--- src/rtl/dotp_feeder.sv ---
// dotp_feeder: buffers operand pairs from the core, streams a programmed number of them into dotp as
// one contiguous load burst, captures the dot product and hands it back with a valid/ack handshake.
// Optional watchdog on the dotp_ready wait: define DOTP_FEEDER_TIMEOUT_EN.
module dotp_feeder #(
    parameter int XLEN  = 32,
    parameter int DEPTH = 8,
    parameter int CNT_W = $clog2(DEPTH) + 1
`ifdef DOTP_FEEDER_TIMEOUT_EN
    ,
    parameter int TIMEOUT_CYC = 64
`endif
) (
    input  logic             clk_half,
    input  logic             rst,
    input  logic             wr_en,
    input  logic [XLEN-1:0]  wr_a,
    input  logic [XLEN-1:0]  wr_b,
    output logic             full,
    output logic [CNT_W-1:0] count,
    input  logic             start,
    input  logic [CNT_W-1:0] len,
    output logic             start_rej,
    output logic             busy,
    output logic             res_valid,
    output logic [XLEN-1:0]  result,
    input  logic             res_ack,
    output logic             err,
    output logic             dotp_load,
    output logic             dotp_enable,
    output logic [XLEN-1:0]  dotp_a,
    output logic [XLEN-1:0]  dotp_b,
    input  logic [XLEN-1:0]  dotp_out,
    input  logic             dotp_ready
);
    localparam int AW = $clog2(DEPTH);
    typedef enum logic [2:0] {IDLE, LOAD, WAIT, CAPT, RESULT} state_t;
    state_t state;
    logic [XLEN-1:0] mem_a [DEPTH];
    logic [XLEN-1:0] mem_b [DEPTH];
    logic [AW-1:0] wr_ptr, rd_ptr;
    logic [CNT_W-1:0] rem;
    logic push, pop;
    assign full = count == CNT_W'(DEPTH);
    assign push = wr_en && !full;
    assign pop = state == LOAD;
    assign busy = state != IDLE;
    assign res_valid = state == RESULT;
`ifdef DOTP_FEEDER_TIMEOUT_EN
    localparam int WD_W = $clog2(TIMEOUT_CYC + 1);
    logic [WD_W-1:0] wd;
`else
    assign err = 1'b0;
`endif
    // operand storage, written whenever there is room
    always_ff @(posedge clk_half)
        if (push) begin
            mem_a[wr_ptr] <= wr_a;
            mem_b[wr_ptr] <= wr_b;
        end
    // FIFO pointers and occupancy; a simultaneous push and pop leaves count unchanged
    always_ff @(posedge clk_half) begin
        if (rst) begin
            wr_ptr <= '0;
            rd_ptr <= '0;
            count <= '0;
        end else begin
            if (push) wr_ptr <= wr_ptr + 1'b1;
            if (pop) rd_ptr <= rd_ptr + 1'b1;
            count <= count + CNT_W'(push) - CNT_W'(pop);
        end
    end
    // sequencer: load burst, wait for ready, capture, hold result until acknowledged
    always_ff @(posedge clk_half) begin
        if (rst) begin
            state <= IDLE;
            rem <= '0;
            start_rej <= 1'b0;
            result <= '0;
            dotp_load <= 1'b0;
            dotp_enable <= 1'b0;
            dotp_a <= '0;
            dotp_b <= '0;
`ifdef DOTP_FEEDER_TIMEOUT_EN
            wd <= '0;
            err <= 1'b0;
`endif
        end else begin
            start_rej <= 1'b0;
            dotp_load <= 1'b0;
            dotp_a <= '0;
            dotp_b <= '0;
            case (state)
                IDLE: begin
                    dotp_enable <= 1'b0;
                    if (start && len != '0 && len <= count) begin
                        rem <= len;
                        state <= LOAD;
`ifdef DOTP_FEEDER_TIMEOUT_EN
                        err <= 1'b0;
`endif
                    end else if (start) begin
                        start_rej <= 1'b1;
                    end
                end
                LOAD: begin
                    dotp_load <= 1'b1;
                    dotp_enable <= 1'b1;
                    dotp_a <= mem_a[rd_ptr];
                    dotp_b <= mem_b[rd_ptr];
                    rem <= rem - 1'b1;
                    if (rem == CNT_W'(1)) state <= WAIT;
`ifdef DOTP_FEEDER_TIMEOUT_EN
                    wd <= '0;
`endif
                end
                WAIT: begin
                    dotp_enable <= 1'b1;
                    if (dotp_ready) state <= CAPT;
`ifdef DOTP_FEEDER_TIMEOUT_EN
                    else if (wd == WD_W'(TIMEOUT_CYC - 1)) begin
                        err <= 1'b1;
                        dotp_enable <= 1'b0;
                        result <= '0;
                        state <= RESULT;
                    end else wd <= wd + 1'b1;
`endif
                end
                CAPT: begin
                    result <= dotp_out;
                    dotp_enable <= 1'b0;
                    state <= RESULT;
                end
                RESULT: begin
                    dotp_enable <= 1'b0;
                    if (res_ack) state <= IDLE;
                end
                default: state <= IDLE;
            endcase
        end
    end
endmodule

--- config.mk ---
export PLATFORM = sky130hd
export DESIGN_NAME = dotp_feeder
export DESIGN_NICKNAME = d
export VERILOG_FILES = /design/src/rtl/dotp_feeder.sv
export SDC_FILE = /design/constraint.sdc
export NUM_CORES = 1
export LEC_CHECK = 0
export BUFFER_PORTS_ARGS = -buffer_cell sky130_fd_sc_hd__buf_2
export CORE_MARGIN = 3
export CORE_UTILIZATION = 59
export CTS_BUF_LIST = sky130_fd_sc_hd__clkbuf_16
export DETAILED_ROUTE_END_ITERATION = 12
export GPL_ROUTABILITY_DRIVEN = 0
export HOLD_SLACK_MARGIN = 0.02
export PLACE_DENSITY = 0.85
export SKIP_LAST_GASP = 1
export SYNTH_ARGS = -nofsm -noshare
export SYNTH_HDL_FRONTEND = slang
export SYNTH_SLANG_ARGS = --single-unit
--- constraint.sdc ---
create_clock -name clk_half -period 7.88 [get_ports clk_half]
set_clock_uncertainty 0.05 [all_clocks]
set_input_delay 1.576 -clock clk_half [delete_from_list [all_inputs] [get_ports clk_half]]
set_output_delay 1.576 -clock clk_half [all_outputs]
set_load 0.01 [all_outputs]
* Word-level counts from Yosys, hierarchy flattened
Memory sizes are Yosys's and may differ from the RTL's. A register that Yosys moved wholly into a read port is not among the register bits.
Cells that the tools add are included.
** Storage, ports and cells
- Flip-flop bits (word level) :: 52
- RAM bits :: 512
- Logic and storage cells :: 56
- Output and inout port bits :: 107
- Bits of input ports :: 106
- Memories :: 2
** Memory list
- mem_a :: words 8, width 32, rd ports 1, clocked after Yosys merged registers in 1, wr ports 1, line 38 : logic [XLEN-1:0] mem_a [DEPTH];
- mem_b :: words 8, width 32, rd ports 1, clocked after Yosys merged registers in 1, wr ports 1, line 39 : logic [XLEN-1:0] mem_b [DEPTH];
** Operators by class
- Mux-type cells :: 12
- $lt $le $gt $ge :: 1
- Reduce and logical (&&, ||, !) cells :: 15
- Add/sub/neg operators :: 5
- Bitwise logic cells :: 2
- Equality and inequality tests :: 10
** Operators by type and width (count)
- 3-bit case mux with 5 select lines :: 1
- 3-bit 2-to-1 mux :: 4
- 4-bit case mux with 2 select lines :: 1
- 3-bit by 1-bit adder with 3-bit output (second input constant) :: 2
- 3-bit by 2-bit == test with 1-bit output (second input constant) :: 2
- 3-bit OR reduction :: 2
- 4-bit by 1-bit adder with 4-bit output :: 1
- 4-bit by 1-bit == test with 1-bit output (second input constant) :: 1
- 4-bit == test (second input constant) :: 1
- 4-bit <= comparator :: 1
- 1-bit 2-to-1 mux :: 4
- 4-bit 2-to-1 mux :: 1
- 2-bit by 1-bit != test with 1-bit output (second input constant) :: 2
- 2-bit != test (second input constant) :: 2
- 4-bit AND reduction :: 1
- 2-bit nonzero test :: 2
- 4-bit nonzero test :: 1
- 2-bit OR reduction :: 2
- 4-bit by 1-bit subtractor with 4-bit output :: 1
- 4-bit by 1-bit subtractor with 4-bit output (second input constant) :: 1
- 3-bit by 1-bit == test with 1-bit output (second input constant) :: 1
- 3-bit == test (second input constant) :: 1
- 1-bit logical AND :: 3
- 3-bit logical NOT :: 1
- 5 further kinds :: 6

* Depth between registers and ports, before layout
Gate-level depths: netlist of the first run.
- Word-level depth :: 5
- Gate-level depth with buffers :: 12
- Mapped depth without buffers :: 12

* Worst setup path before layout of the first run
Ideal clock, no wire load.
- Kind :: input port to flip-flop
- Start :: input wr_en
- End :: memory mem_a[0][0], enable pin
- Data required time :: 7.265 ns
- Setup slack :: 0.927 ns
- Stages on the path :: 3
- Buffers on the path :: 0
- Library setup time :: 0.565 ns
- Data arrival time :: 6.338 ns
- Cells stage by stage :: nor2b_1 -> nand2b_1 -> nor3_1
** On the way
- Cells in the longest elaborated chain, start to end :: 3
** RTL lines
- from (decl) :: line 15 : input logic wr_en,
- 1-bit logical AND :: line 44 : assign push = wr_en && !full;
- 1-bit 2-to-1 mux :: line 56 : if (push) begin
- 1-bit 2-to-1 mux (implied by the code) :: line 57 : mem_a[wr_ptr] <= wr_a;
- to (decl) :: line 38
Every way passes these cells.

* Worst setup path after layout of the first run
- Start :: input wr_en
- End :: memory mem_b[2][5], enable pin
** On the way
- Cells in the longest elaborated chain, start to end :: 3
** RTL lines
- 1-bit logical AND :: line 44
- 1-bit 2-to-1 mux :: line 56
- 1-bit 2-to-1 mux (implied by the code) :: line 58 : mem_b[wr_ptr] <= wr_b;
- to (decl) :: line 39
Every way passes these cells.

==> flow_metrics.py, run 1 <==
metrics = {
    "final_layout": {
        "seq_area_sq_um": 17710,
        "num-nets-final": 1502,
        "syn_to_final_growth_pct": 15.51,
        "drive_gt1_frac": 0.3173,
        "fill_cells": 2329,
        "multiInputGateArea_sq_um": 4923,
    },
    "sta": {
        "setup_violations": 0,
        "final_max_slew_viol_count": 0,
        "tightest_slew_ps": 1215,
        "fin_tns_setup_ps": 0,
        "fmax_mhz": 291.4,
        "timing.final.crit_share": 0.4355,
        "slew_headroom": 0.1875,
        "min_period_ps": 3432,
        "final_hold_viol_count": 0,
        "rsz0062_at_grt": "no",
        "hold_slack_ps": 400.6,
    },
    "routing": {
        "ant_nets": 0,
        "drt_iter0_markers": 933,
        "firstDrtPassIters": 5,
        "viasPerCell": 5.809,
        "vias": 11330,
        "wl_per_cell_um": 23.96,
        "drc": 0,
        "drt-total-wl_um": 46710,
    },
    "flow_run": {
        "cap_viol_max_count": 0,
    },
    "synthesis": {
        "syn-instance-count": 1153,
        "syn_area_sq_um": 22920,
        "ys_seq_area_frac": 0.7720,
        "ys_warn_count": 0,
        "ys_async_sr_fraction": 0,
        "synth-edff-count": 512,
        "syn-num-nets": 1273,
        "syn_area_per_cell_sq_um": 19.88,
        "ys_seq_elements": 628,
        "synth_top_flop_cell": "edfxtp_1",
        "synth_cell_types": 45,
    },
    "worst_setup_path": {
        "slowest_stage": "buf_4",
        "r2r-start": "count[2]$_SDFF_PP0_",
        "r2r_cells": 7,
        "cp.required_ps": 8060,
        "end_kind": "register",
        "cp_max_fo": 50,
        "crit_buf_inv": 2,
        "arrival_ps": 3610,
        "start_kind": "input port",
        "rrSetupSlack_ps": 4740,
        "rr_endpoint": "mem_b[2][5]$_DFFE_PP_",
        "path_cells": "buf_2, nor2b_1, nand2b_1, nor2_4, buf_4",
        "slowest_delay_ps": 740,
        "crit_type": "in2reg",
        "cp_top_family": "simple AND/OR/NAND/NOR gates",
    },
    "clock_network": {
        "clk_pin_slew_worst_paths_ps": 60,
        "cts-root-buf": "clkbuf_16",
        "clk_latency_ps": 610,
        "ctsResizeCount": 0,
        "htreeDepth": 2,
        "postCtsSetupRepairBufs": 0,
        "cts_buffers": 60,
        "cts_hold_buf": 0,
        "tritoncts": "built",
        "clk_path_buf_depth": 3,
        "cts_num_sinks": 628,
    },
    "global_routing": {
        "grt_first_pass_wirelength_um": 72030,
        "gr-total-overflow": 0,
        "antenna_found_initial": 9,
        "gr-usage-all-layers": 0.2307,
        "grt_pass1_vias": 11900,
        "grt_max_degree": 91,
    },
    "floorplan": {
        "ios": 213,
        "core_region_area_sq_um": 38020,
        "die_w_um": 203.1,
        "initial_core_util": 0.6029,
        "fp.dieH_um": 203.1,
        "die-area_sq_um": 41250,
        "rows": 71,
    },
    "power_and_ir_drop": {
        "leakage_nw": 8.965,
        "p_per_area_nw_per_um2": 303.8,
        "vdd_drop_max_uv": 198.7,
    },
    "hold_path": {
        "min_from": "result[26]$_SDFFE_PP0P_",
        "holdPathStages": 2,
        "hold_end": "result[26]$_SDFFE_PP0P_",
        "hold_path_class": "reg2reg",
    },
    "placed_design": {
        "portBuffers": 211,
        "dp_hpwl_um": 25240,
    },
    "outcome": {
        "status": "complete, no violations",
    },
}
==> final cells by class <==
type	count	area share
timing repair buffer	225	0.04432
multi-input combinational	452	0.1859
clock inverter	52	0.01545
tap	511	0.02415
inverter	15	0.002315
antenna	5	0.0004725
clock buffer	62	0.05859
sequential	628	0.6688
==> routing by layer <==
layer  track usage  up-vias  wire, um
li1              -     5004         -
met1        0.3107     5812     18380
met2        0.3857      406     23960
met3       0.05018       99      3102
met4       0.07080        6      1227
met5             0        -        39
==> where the power goes <==
group / leakage, nW / internal (mW) / switching, mW
Clock: 1.03 / 1.65 / 1.18
Sequential: 5.59 / 3.82 / 0.133
Combinational: 2.35 / 0.612 / 0.657
Total: 8.97 / 6.08 / 1.97
==> how the worst max path moves through the flow <==
stage,from,endpoint,slack (ps),cells past startpoint
2_1_floorplan,wr_en,mem_a[0][0]$_DFFE_PP_,930,3
3_3_place_gp,wr_en,mem_b[2][5]$_DFFE_PP_,3840,5
3_5_place_dp,wr_en,mem_b[2][29]$_DFFE_PP_,3790,5
4_1_cts,wr_en,mem_a[3][4]$_DFFE_PP_,4430,5
5_1_grt,wr_en,mem_a[3][23]$_DFFE_PP_,4270,5
6_report,wr_en,mem_b[2][5]$_DFFE_PP_,4450,5
==> per-stage QoR <==
stage | setup slack, ps | power, mW | utilization | instances | instance area, sq um
2_1_floorplan | 927.1 | 4.934 | - | 1153 | 22920
3_3_place_gp | 3837 | 5.246 | 0.6445 | 1831 | 24510
3_5_place_dp | 3790 | 5.292 | 0.6445 | 1831 | 24510
4_1_cts | 4434 | 8.129 | 0.6961 | 1945 | 26470
5_1_grt | 4274 | 8.364 | 0.6962 | 1947 | 26470
6_report | 4448 | 8.045 | 0.6964 | 1950 | 26480
==> flip-flops by register name, summed over array words and instances (netlist names), 4 cells and up <==
register / count
mem_a: 256
rem: 4
mem_b: 256
count: 4
dotp_b: 32
result: 32
dotp_a: 32
==> cell families after synthesis <==
kind of cell / share of synthesized area
AO/OA/AOI/OAI: 0.01414
XOR/XNOR: 0.001911
adder cells (fa/ha/maj): 0.007969
buffers and inverters: 0.01594
flip-flops: 0.7720
multiplexers: 0.1537
other: 0.0001636
AND/OR/NAND/NOR: 0.03417
==> placed cells by master, fill, tap and decap left out, drive strengths merged, types with 4 or more instances in the layout <==
cell      n
a21oi    41
buf     225
bufinv    7
clkbuf   62
clkinv   26
dfxtp   116
diode     5
edfxtp  512
ha       13
inv      33
mux2i    64
mux4    128
nand2    75
nand2b    6
nand4     4
nor2     77
nor2b     6
nor3      4
==> Yosys cell counts, types with 2 or more instances <==
master	count	area share
dfxtp_1	116	0.10
nor2_1	77	0.013
nand4_1	4	0.0011
ha_1	13	0.0071
nor3b_1	3	0.00098
mux4_2	128	0.13
xnor2_1	2	0.00076
buf_4	6	0.0020
nor3_1	3	0.00065
a31oi_1	3	0.00082
mux2i_1	64	0.028
nor2b_1	6	0.0016
nand2b_1	6	0.0016
nand2_1	75	0.012
a21oi_1	41	0.0090
clkbuf_1	19	0.0031
buf_1	12	0.0020
inv_1	14	0.0023
and2_1	2	0.00055
a2111oi_0	2	0.00076
edfxtp_1	512	0.67
buf_6	6	0.0029
xor2_1	3	0.0011
buf_2	15	0.0033
==> worst reg2reg max path, stage by stage, from the launching register on <==
cell,delay [ps]
dfxtp_1,340
inv_1,80
ha_1,200
nor3b_1,150
nor2b_1,330
nand2b_1,320
nor2_4,520
buf_4,740
(Power assumes the default switching activity.)
==> run 2: changes to the inputs <==
--- a/config.mk
+++ b/config.mk
@@ -7,12 +7,12 @@
 export LEC_CHECK = 0
 export BUFFER_PORTS_ARGS = -buffer_cell sky130_fd_sc_hd__buf_2
 export CORE_MARGIN = 3
-export CORE_UTILIZATION = 59
+export CORE_UTILIZATION = 53
 export CTS_BUF_LIST = sky130_fd_sc_hd__clkbuf_16
 export DETAILED_ROUTE_END_ITERATION = 12
 export GPL_ROUTABILITY_DRIVEN = 0
 export HOLD_SLACK_MARGIN = 0.02
-export PLACE_DENSITY = 0.85
+export PLACE_DENSITY = 0.81
 export SKIP_LAST_GASP = 1
 export SYNTH_ARGS = -nofsm -noshare
 export SYNTH_HDL_FRONTEND = slang
==> constraint.sdc (replaced) <==
create_clock -name clk_half -period 3 [get_ports clk_half]
set_clock_uncertainty 0.05 [all_clocks]
set_input_delay 0.6 -clock clk_half [delete_from_list [all_inputs] [get_ports clk_half]]
set_output_delay 0.6 -clock clk_half [all_outputs]
set_load 0.01 [all_outputs]
==> flow_metrics.py, run 2 (synthesized netlist as in run 1, its figures left out) <==
metrics = {
    "outcome": {
        "status": "complete, no violations",
    },
    "routing": {
        "drc": 0,
        "viasPerCell": 5.610,
        "ant_nets": 0,
        "vias": 11350,
        "drt-total-wl_um": 46220,
        "wl_per_cell_um": 22.83,
        "firstDrtPassIters": 5,
        "drt_iter0_markers": 952,
    },
    "hold_path": {
        "min_from": "dotp_out[13]",
        "holdPathStages": 3,
        "hold_path_class": "in2reg",
    },
    "placed_design": {
        "dp_hpwl_um": 25490,
        "dp_slack_ps": 606.4,
        "place_area_sq_um": 24890,
        "portBuffers": 211,
        "place_inst": 1909,
    },
    "worst_setup_path": {
        "rr_endpoint": "count[2]$_SDFF_PP0_",
        "path_cells": "inv_2, ha_2, nor3b_4, nor2b_4, inv_1, ha_1, inv_1, ha_1, fa_1, xnor2_1, nor2_1",
        "r2r-start": "count[2]$_SDFF_PP0_",
        "cp_top_family": "adder cells",
        "slowest_stage": "fa_1",
        "arrival_ps": 2810,
        "cp.required_ps": 3420,
        "crit_buf_inv": 3,
        "r2r_cells": 11,
        "cp_max_fo": 5,
        "rrSetupSlack_ps": 610,
        "endpoint": "count[2]$_SDFF_PP0_",
        "crit_type": "reg2reg",
        "slowest_delay_ps": 410,
        "end_kind": "register",
        "start_kind": "register",
        "critical_path.startpoint": "count[2]$_SDFF_PP0_",
        "crit_cells": 11,
    },
    "floorplan": {
        "die_w_um": 214.0,
        "core_region_area_sq_um": 42320,
        "die-area_sq_um": 45780,
        "rows": 75,
        "initial_core_util": 0.5416,
        "fp.dieH_um": 214.0,
        "ios": 213,
    },
    "flow_run": {
        "cap_viol_max_count": 0,
    },
    "sta": {
        "slew_headroom": 0.3969,
        "rsz0062_at_grt": "no",
        "final_max_slew_viol_count": 0,
        "tightest_slew_ps": 904.7,
        "min_period_ps": 2392,
        "timing.final.crit_share": 0.7974,
        "hold_slack_ps": 181.1,
        "final_hold_viol_count": 0,
        "fin_tns_setup_ps": 0,
        "setup_ws_ps": 607.7,
        "fmax_mhz": 418.0,
        "setup_violations": 0,
    },
    "global_routing": {
        "grt_pass1_vias": 12050,
        "gr-total-overflow": 0,
        "antenna_found_initial": 10,
        "grt_max_degree": 77,
        "gr-usage-all-layers": 0.2027,
        "grt_first_pass_wirelength_um": 71410,
    },
    "clock_network": {
        "ctsResizeCount": 0,
        "cts-root-buf": "clkbuf_16",
        "clk_path_buf_depth": 3,
        "tritoncts": "built",
        "cts_hold_buf": 0,
        "htreeDepth": 2,
        "postCtsSetupRepairBufs": 0,
        "clk_pin_slew_worst_paths_ps": 60,
        "clk_latency_ps": 620,
        "cts_num_sinks": 628,
        "cts_buffers": 58,
    },
    "final_layout": {
        "reg.largest.list": "mem_a x256, mem_b x256",
        "fill_cells": 2845,
        "syn_to_final_growth_pct": 16.75,
        "seq_area_sq_um": 17710,
        "num-nets-final": 1512,
        "multiInputGateArea_sq_um": 4972,
        "layout_commonest_cell": "edfxtp_1",
        "fin_util": 0.6324,
        "most-common-layout-cells": "edfxtp_1, buf_2, mux4_2",
        "final_area_sq_um": 26760,
        "fin_cells": 2024,
        "drive_gt1_frac": 0.3241,
    },
    "power_and_ir_drop": {
        "vdd_drop_max_uv": 560.2,
        "p_per_area_nw_per_um2": 782.6,
        "power_mw": 20.95,
        "leakage_nw": 9.017,
    },
}
-- run 2: cell count changes in the layout (fill, tap and decap cells not counted), moves of 2 or more --
cell | before | now
nor3_2 | 3 | 1
nor3_4 | 0 | 2
inv_6 | 2 | 0
clkinv_2 | 13 | 9
clkinvlp_4 | 1 | 3
buf_12 | 1 | 14
clkbuf_16 | 62 | 58
-- run 2: layout make-up --
| cell class | count | share of cell area |
|---|---|---|
| diodes | 6 | 0.0005610 |
| inverters | 15 | 0.002291 |
| multi-input cells | 452 | 0.1858 |
| clock buffers | 58 | 0.05423 |
| clock inverters | 51 | 0.01515 |
| repair buffers | 237 | 0.05330 |
| well taps | 577 | 0.02698 |
| flip-flops and latches | 628 | 0.6617 |
-- run 2: worst min path at each step --
stage	to	slack (ps)
after floorplan	rem[1]$_SDFFE_PP0P_	420
after CTS	result[13]$_SDFFE_PP0P_	150
after detailed placement	result[12]$_SDFFE_PP0P_	400
final	result[13]$_SDFFE_PP0P_	180
after global placement	result[11]$_SDFFE_PP0P_	390
after global routing	result[28]$_SDFFE_PP0P_	170
-- run 2: where the power goes --
part | internal, mW | switching, mW | total, mW | leakage, nW
logic | 1.70 | 1.79 | 3.49 | 2.46
clock network | 4.03 | 3.12 | 7.15 | 0.970
registers | 10.0 | 0.284 | 10.3 | 5.59
-- run 2: worst min-delay path: stages --
cell,delay [ps]
buf_2,100
nand2_1,40
a21oi_1,50
-- run 2: routing by layer --
layer,vias to the layer above,part of all wire,track usage
met5,-,0.0014,0
met4,8,0.030,0.07680
met3,96,0.054,0.03461
met2,374,0.51,0.3453
met1,5844,0.40,0.2649
li1,5032,-,-
==> run 3: changes to the inputs <==
--- a/config.mk
+++ b/config.mk
@@ -5,6 +5,7 @@
 export SDC_FILE = /design/constraint.sdc
 export NUM_CORES = 1
 export LEC_CHECK = 0
+export ABC_AREA = 1
 export BUFFER_PORTS_ARGS = -buffer_cell sky130_fd_sc_hd__buf_2
 export CORE_MARGIN = 3
 export CORE_UTILIZATION = 53
==> constraint.sdc (replaced) <==
create_clock -name clk_half -period 2 [get_ports clk_half]
set_clock_uncertainty 0.05 [all_clocks]
set_input_delay 0.4 -clock clk_half [delete_from_list [all_inputs] [get_ports clk_half]]
set_output_delay 0.4 -clock clk_half [all_outputs]
set_load 0.01 [all_outputs]
==> flow_metrics.py, run 3 <==
metrics = {
    "routing": {
        "wl_per_cell_um": 18.83,
        "wl_met2_um": 26810,
        "firstDrtPassIters": 6,
        "vias": 15760,
        "route.top_layer_used": "met5",
        "wl_met3_um": 3759,
        "drt-total-wl_um": 53150,
        "drc": 0,
        "viasPerCell": 5.583,
        "drt_iter0_markers": 1847,
        "drt-met1-wl_um": 21280,
        "ant_nets": 0,
    },
    "synthesis": {
        "syn-instance-count": 1892,
        "ys_seq_elements": 628,
        "ys_async_sr_fraction": 0,
        "synth_top_flop_cell": "edfxtp_1",
        "syn-num-nets": 2012,
        "syn_area_sq_um": 23490,
        "synth-edff-count": 512,
        "synth_area_leader_cell": "edfxtp_1",
        "syn_area_per_cell_sq_um": 12.42,
        "ys_seq_area_frac": 0.7533,
        "synthDominantCellAreaShare": 0.6545,
        "synth_common_cells": "nor2_1, edfxtp_1, o21ai_0",
        "ys_warn_count": 0,
        "synth_area_leaders": "edfxtp_1, dfxtp_1, nor2_1",
        "yosysMostFrequentCell": "nor2_1",
        "synth_cell_types": 25,
    },
    "power_and_ir_drop": {
        "power_mw": 34.01,
        "p_int_mw": 23.87,
        "p_per_area_nw_per_um2": 1200,
        "combPwrFrac": 0.229,
        "leakage_nw": 10.32,
        "p_sw_frac": 0.2982,
        "clkPwrFrac": 0.310,
        "p_sw_mw": 10.14,
        "p_seq_frac": 0.461,
        "vdd_drop_max_uv": 800.8,
    },
    "clock_network": {
        "clk_latency_ps": 610,
        "cts-root-buf": "clkbuf_16",
        "cts_buffers": 59,
        "tritoncts": "built",
        "clk_path_buf_depth": 3,
        "htreeDepth": 2,
        "clk_pin_slew_worst_paths_ps": 60,
        "cts_num_sinks": 628,
    },
    "final_layout": {
        "fin_cells": 2823,
        "most-common-layout-cells": "nor2_1, edfxtp_1, o21ai_0",
        "num-nets-final": 2304,
        "layout_commonest_cell": "nor2_1",
        "reg.largest.list": "mem_a x256, mem_b x256",
        "syn_to_final_growth_pct": 20.61,
        "drive_gt1_frac": 0.1718,
        "final_area_sq_um": 28330,
    },
    "worst_setup_path": {
        "crit_buf_inv": 3,
        "start_kind": "register",
        "cp_top_family": "adder cells",
        "path_cells": "inv_2, ha_4, nand3_4, nand2_4, ha_1, inv_1, ha_2, fa_2, inv_1, nor2_1",
        "cp.required_ps": 2490,
        "arrival_ps": 2440,
        "end_kind": "register",
        "cp_max_fo": 3,
        "slowest_stage": "fa_2",
        "crit_top_cell": "inv_1",
        "slowest_delay_ps": 530,
        "crit_type": "reg2reg",
        "rrSetupSlack_ps": 50,
    },
    "sta": {
        "tightest_slew_ps": 932.8,
        "fin_tns_setup_ps": 0,
        "fmax_mhz": 512.1,
        "hold_slack_ps": 50.73,
        "final_max_slew_viol_count": 0,
        "min_period_ps": 1953,
        "slew_headroom": 0.3775,
        "final_hold_viol_count": 0,
        "timing.final.crit_share": 0.9763,
        "rsz0062_at_grt": "yes",
        "setup_violations": 0,
    },
    "placed_design": {
        "place_area_sq_um": 25660,
        "dp_hpwl_um": 30570,
        "portBuffers": 211,
        "place_inst": 2629,
    },
    "global_routing": {
        "gr-total-overflow": 0,
        "grt_first_pass_wirelength_um": 83960,
        "antenna_found_initial": 5,
        "grt_pass1_vias": 15910,
        "grt_max_degree": 101,
        "gr-usage-all-layers": 0.2247,
    },
    "floorplan": {
        "core_region_area_sq_um": 43460,
        "fp.dieH_um": 216.5,
        "rows": 76,
        "initial_core_util": 0.5406,
        "die-area_sq_um": 46890,
        "die_w_um": 216.5,
        "ios": 213,
    },
    "outcome": {
        "status": "complete, no violations",
    },
    "flow_run": {
        "cap_viol_max_count": 0,
    },
    "hold_path": {
        "hold_path_class": "in2reg",
    },
}
-- run 3: changes by cell type after synthesis, sizes merged, moves of 11 or more --
cell,previous run,this run
inv,14,32
buf,39,58
nand2,75,37
mux2i,64,0
nor2,77,538
a21oi,41,16
clkbuf,19,60
nand3,1,12
a31oi,3,64
o21ai,1,426
mux4,128,0
-- run 3: final cells by class --
type                    instances  area, sq um
flip-flops and latches        628        17710
fillers                      3032        15120
multi-input cells            1114         5211
repair buffers                349         2703
clock buffers                  60         1501
well taps                     585        732.0
clock inverters                52        341.6
inverters                      32        128.9
diodes                          3        7.507
-- run 3: repair_timing --
action	CTS	global route
hold buffers	79	0
resized for setup	5	6
endpoints found under the hold margin	379	0
setup buffers	0	0
setup endpoints to repair	3	11
pin swaps	1	1
-- run 3: worst paths after layout --
path,startpoint,to,depth (start not counted)
setup / recovery,count[2]$_SDFF_PP0_,count[1]$_SDFF_PP0_,10
hold / removal,wr_b[17],mem_b[4][17]$_DFFE_PP_,1
setup reg to reg,count[2]$_SDFF_PP0_,count[1]$_SDFF_PP0_,10
hold reg to reg,result[8]$_SDFFE_PP0P_,result[8]$_SDFFE_PP0P_,2
-- run 3: per-stage QoR --
step / util / worst slack (ps)
final: 0.6520 / 47.35
after global routing: 0.6520 / -23.78
after CTS: 0.6514 / 23.32
after detailed placement: 0.5905 / -18.20
after global placement: 0.5905 / 25.03
after floorplan: - / -342.6
-- run 3: power groups by stage --
stage	clock, mW	sequential [mW]	combinational (mW)
floorplan	0	16.0	4.88
detailed placement	0	15.9	7.50
finish	10.5	15.7	7.80
CTS	10.7	15.7	7.75
global placement	0	15.9	7.16
global route	11.3	15.8	8.70
-- run 3: logic make-up after synthesis --
group	share of synthesized area
AOI/OAI and AO/OA	0.1112
buffers and inverters	0.03068
other	0.0001596
DFF	0.7533
xor gates and xnor gates	0.0007458
and+or+nand+nor	0.09609
adders and majority gates	0.007777
-- run 3: routing by layer --
layer  track usage  vias up
met5             0        -
met4       0.07792        4
met3       0.03968      111
met2        0.3836      663
met1        0.2927     7670
li1              -     7313
